[config.mk]
export PLATFORM = sky130hd
export DESIGN_NAME = mult_shift_add
export DESIGN_NICKNAME = d
export VERILOG_FILES = /design/src/rtl/mult_shift_add.sv
export SDC_FILE = /design/constraint.sdc
export NUM_CORES = 1
export LEC_CHECK = 0
export CORE_AREA = 3 3 108 110
export DETAILED_ROUTE_END_ITERATION = 10
export DIE_AREA = 0 0 111 113
export GPL_ROUTABILITY_DRIVEN = 0
export HOLD_SLACK_MARGIN = 0.12
export PLACE_DENSITY = 0.84
export SETUP_SLACK_MARGIN = 0.3
export SLEW_MARGIN = 20
export SYNTH_ARGS = -nofsm -noshare
export SYNTH_HDL_FRONTEND = slang
export SYNTH_SLANG_ARGS = --single-unit
export TNS_END_PERCENT = 5
[constraint.sdc]
create_clock -name clk -period 1.66 [get_ports clk]
set_input_delay 0.332 -clock clk [delete_from_list [all_inputs] [get_ports clk]]
set_output_delay 0.332 -clock clk [all_outputs]
set_load 0.02 [all_outputs]
[src/rtl/mult_shift_add.sv]
// Iterative 16x16 unsigned shift-and-add multiplier. The accumulation adder is
// external: the block presents add_a/add_b and consumes add_sum each RUN cycle.
module mult_shift_add (
  input  logic        clk,
  input  logic        rst,
  input  logic        start,
  input  logic [15:0] mcand,
  input  logic [15:0] mplier,
  output logic        busy,
  output logic        done,
  output logic [31:0] product,
  output logic [31:0] add_a,
  output logic [31:0] add_b,
  input  logic [31:0] add_sum
);

  localparam logic [1:0] StIdle = 2'd0;
  localparam logic [1:0] StRun  = 2'd1;
  localparam logic [1:0] StDone = 2'd2;

  logic [1:0]  state_q, state_d;
  logic [31:0] m_q, m_d;
  logic [15:0] q_q, q_d;
  logic [31:0] acc_q, acc_d;
  logic [3:0]  cnt_q, cnt_d;
  logic [31:0] product_q, product_d;

  // Next-state logic: one shift-and-add step per RUN cycle, fixed 16 steps.
  always_comb begin
    state_d   = state_q;
    m_d       = m_q;
    q_d       = q_q;
    acc_d     = acc_q;
    cnt_d     = cnt_q;
    product_d = product_q;
    case (state_q)
      StIdle: begin
        if (start) begin
          m_d     = {16'b0, mcand};
          q_d     = mplier;
          acc_d   = 32'h0;
          cnt_d   = 4'd0;
          state_d = StRun;
        end
      end
      StRun: begin
        acc_d = add_sum;
        m_d   = m_q << 1;
        q_d   = q_q >> 1;
        cnt_d = cnt_q + 4'd1;
        if (cnt_q == 4'd15) begin
          // Last step: the adder output is already the final product.
          product_d = add_sum;
          state_d   = StDone;
        end
      end
      StDone: begin
        state_d = StIdle;
      end
      default: begin
        state_d = StIdle;
      end
    endcase
  end

  // State registers with synchronous reset that overrides everything.
  always_ff @(posedge clk) begin
    if (rst) begin
      state_q   <= StIdle;
      m_q       <= 32'h0;
      q_q       <= 16'h0;
      acc_q     <= 32'h0;
      cnt_q     <= 4'd0;
      product_q <= 32'h0;
    end else begin
      state_q   <= state_d;
      m_q       <= m_d;
      q_q       <= q_d;
      acc_q     <= acc_d;
      cnt_q     <= cnt_d;
      product_q <= product_d;
    end
  end

  // Outputs decoded from state; adder operands are forced to zero outside RUN.
  always_comb begin
    busy    = (state_q == StRun);
    done    = (state_q == StDone);
    product = product_q;
    add_a   = 32'h0;
    add_b   = 32'h0;
    if (state_q == StRun) begin
      add_a = acc_q;
      add_b = q_q[0] ? m_q : 32'h0;
    end
  end

endmodule

==> results.md <==
* Clock latency on the worst-skew pair at 0.49 ns
* Crit-path max FO at 10
* Total track usage at around a quarter
* Initial core utilization at 45.5%
* Final period utilization at 117%
* Post-synth top area cell: dfxtp_1
* Root buffer cell: clkbuf_8
* Final Critical Period at 1.94 ns
* Mapped Cells at 550
* Kind of critical path: reg2out
* Outcome: complete, but fails checks
* Pins over their slew limit at 0
* Post-synth ARST share at 0%
* TritonCTS clock tree: built
* Top area cells in the synthesized netlist: dfxtp_1, a22o_1, nor2_1, a211oi_1, o2bb2ai_1
* DP HPWL at roughly 10000 um
* Top Family by Delay on Critical Path: buffers and inverters
* Post-synth top area share at 48.1%
* IO Count at 165
* Endpoints failing setup at 66
* Post-route DRC at 0
* Detail Route Antenna Nets at 0
* Post-synthesis sequential area ratio at 48.1%
* Sw Pwr at 1.82 mW
* Finished Cell Area at 0.00769 sq mm
* Num rows at 38
* Initial antenna violation count at 0
* Number of enable flip-flop cells after synthesis at 0
* Seq pwr share at between 40% and 50%
* Synth Flop Type: dfxtp_1
* RSZ-0062 raised after global routing: true
* Slowest cell on the critical path: dfxtp_2
* Max Cap Viol at 0
* Buf+Inv Stages, Crit Path at 4
* Pre-CTS setup slack at -0.251 ns
* CP Capture Type: output port
* Worst hold path type: in2reg
* Failing checks: negative setup slack
* Fin Clk Skew at 0.00669 ns
* Synth top cells by count: dfxtp_1, nor2_1, nand3_1
* Lkg Pwr at just over 3 nW
* Core area at 0.0108 sq mm
* Gate power share at 11.3%
* Area post-placement at 0.00691 sq mm
* Global-route wire length before repair at 24000 um
* Slew margin rel. at 72.1%
* Vias per cell at 5.64
* # port buffers at 164
* Critical path, cell by cell: nand2b_4 > inv_8 > buf_12 > buf_16 > and3_4 > buf_6
* Critical Path AT at ~1.6 ns
* Final wirelength at 15300 um
* Peak VDD IR at 0.655 mV
* Total CTS buffers at 17
* Post-Syn Area per Cell at 8.94 sq um
* Layout cells sized above 1 at 33.7%
* Final Hold Fails at 0
* Clock power share at 48.4%
* Clk sinks at 118
* Cts hold-fix bufs at 0
* Die height at 113 um
* Yosys warnings at 0
* Total power divided by cell area at 976 mW/mm^2
* GR Overflow Total at 0
* Synthesized netlist net count at 618
* Vias in the first global route at 4717
* Highest Clock Rate at 515 MHz
* CP required at 1.33 ns
* Actual slew at the worst max-slew pin at 0.419 ns
* CP startpoint kind: flip-flop
* Count leader, synth: dfxtp_1
* Net Sw Frac at 24.3%
* Synthesized flop and latch total at 118
* Post-synthesis cell type count at 37
* Synthesized area at 0.00492 sq mm
* Largest net degree at the start of global routing at 62
* Clock Path Buffers at 2
* Area delta synth->final at 56.5%
* P_int at ~5.7 mW
* Diode count at 0
* CP peak stage delay at ~0.32 ns
* Drt wl/cell at 17.8 um
* Fillers at a little under 800
* Die area at between 0.01 and 0.015 sq mm
* DR vias at a little under 5000
* Clk slew on worst S/H paths at 0.06 ns
* Nets at 774
* DR pass1 iterations at 7
* Htree depth at 4
* Final worst slack at -0.282 ns
* Initial DRC count at 377
* Die width at ~110 um
## per-stage QoR
stage | TNS [ns] | cells | util, % | hold WS [ns] | total power, mW
6_report | -12.73 | 859 | 71.3 | 0.338 | 7.51
4_1_cts | -13.67 | 859 | 70.2 | 0.314 | 7.54
3_5_place_dp | -16.19 | 823 | 64.0 | 0.449 | 3.85
2_1_floorplan | 0 | 550 | - | 0.434 | 3.50
3_3_place_gp | -11.83 | 823 | 64.0 | 0.449 | 3.82
5_1_grt | -16.73 | 859 | 71.3 | 0.318 | 7.79
## per-layer routing
metal  vias up  wire, um  track usage [%]  part of all wire, %
met2       180      7840             39.8                   51
met1      2334      6210             28.6                   41
met4         0       518             10.5                  3.4
met5         -         0                0                    0
li1       2302         -                -                    -
met3        33       745             4.65                  4.9
## kinds of logic (layout without fill, tap and decap cells)
group                    Yosys count  after routing  synth area share [%]
multiplexers                       1              1                 0.204
AND/OR/NAND/NOR                  187            187                  19.1
flip-flops                       118            118                  48.1
buffers and inverters             62            231                  6.52
adder cells (fa/ha/maj)            1              1                 0.254
AO/OA/AOI/OAI                    181            181                  25.9
## power by group through the flow
stage	logic, mW	clock network [mW]	registers, mW
2_1_floorplan	0.443	0	3.05
3_3_place_gp	0.748	0	3.08
3_5_place_dp	0.775	0	3.08
4_1_cts	0.838	3.68	3.02
5_1_grt	0.909	3.84	3.04
6_report	0.847	3.63	3.03
## final timing paths
path               from     endpoint  slack [ns]  depth (start not counted)
max          state_q[1]    add_b[28]       -0.28                          6
min                 rst  product[25]        0.34                          3
max reg2reg  state_q[1]    acc_q[14]        0.13                          5
min reg2reg   acc_q[19]    acc_q[19]        0.47                          1
## sequential cells by signal (all words and copies together) (netlist names)
register  cells
acc_q        32
m_q          32
product      32
q_q          16
cnt_q         4
state_q       2
## worst register-to-register path: cells and delay by family, from the launching register on
kind | cells | cell delay [ns]
DFF | 1 | 0.33
and+or+nand+nor | 2 | 0.23
buffers and inverters | 2 | 0.58
AOI/OAI and AO/OA | 1 | 0.27
## layout make-up
type,instances,area [sq um],area share [%]
clock buffer,18,418,5.43
clock inverter,14,178,2.31
inverter,3,18.8,0.244
multi-input combinational,370,2460,31.9
sequential,118,2380,30.9
tap,140,175,2.28
timing repair buffer,196,2070,26.9
## timing repair
action | 4_1_cts | 5_1_grt
resized for setup | 554 | 47
pin swaps | 16 | 0
buffers inserted | 2 | 0
gates cloned | 2 | 0
setup endpoints to repair | 197 | 193
## cells in the final DEF (no fill, tap or decap), types with 3 or more instances in the layout
cell type	Yosys	routed
and2_2	0	10
and3_2	0	4
a21oi_1	34	33
bufinv_16	0	3
dfxtp_1	118	106
and2_4	0	15
clkinvlp_4	0	4
and3_4	0	28
clkdlybuf4s50_1	0	65
o21ai_0	32	32
buf_2	14	5
a22oi_1	16	16
a22o_1	33	33
o22ai_1	3	3
dfxtp_2	0	12
clkbuf_16	0	16
o2bb2ai_1	26	26
nor3_1	3	3
clkinv_4	0	4
nand3_1	35	35
a211oi_1	31	30
buf_12	0	11
and2_1	32	7
buf_6	4	69
buf_4	9	42
nor2_1	75	75
Power figures use the tool's default switching activity.
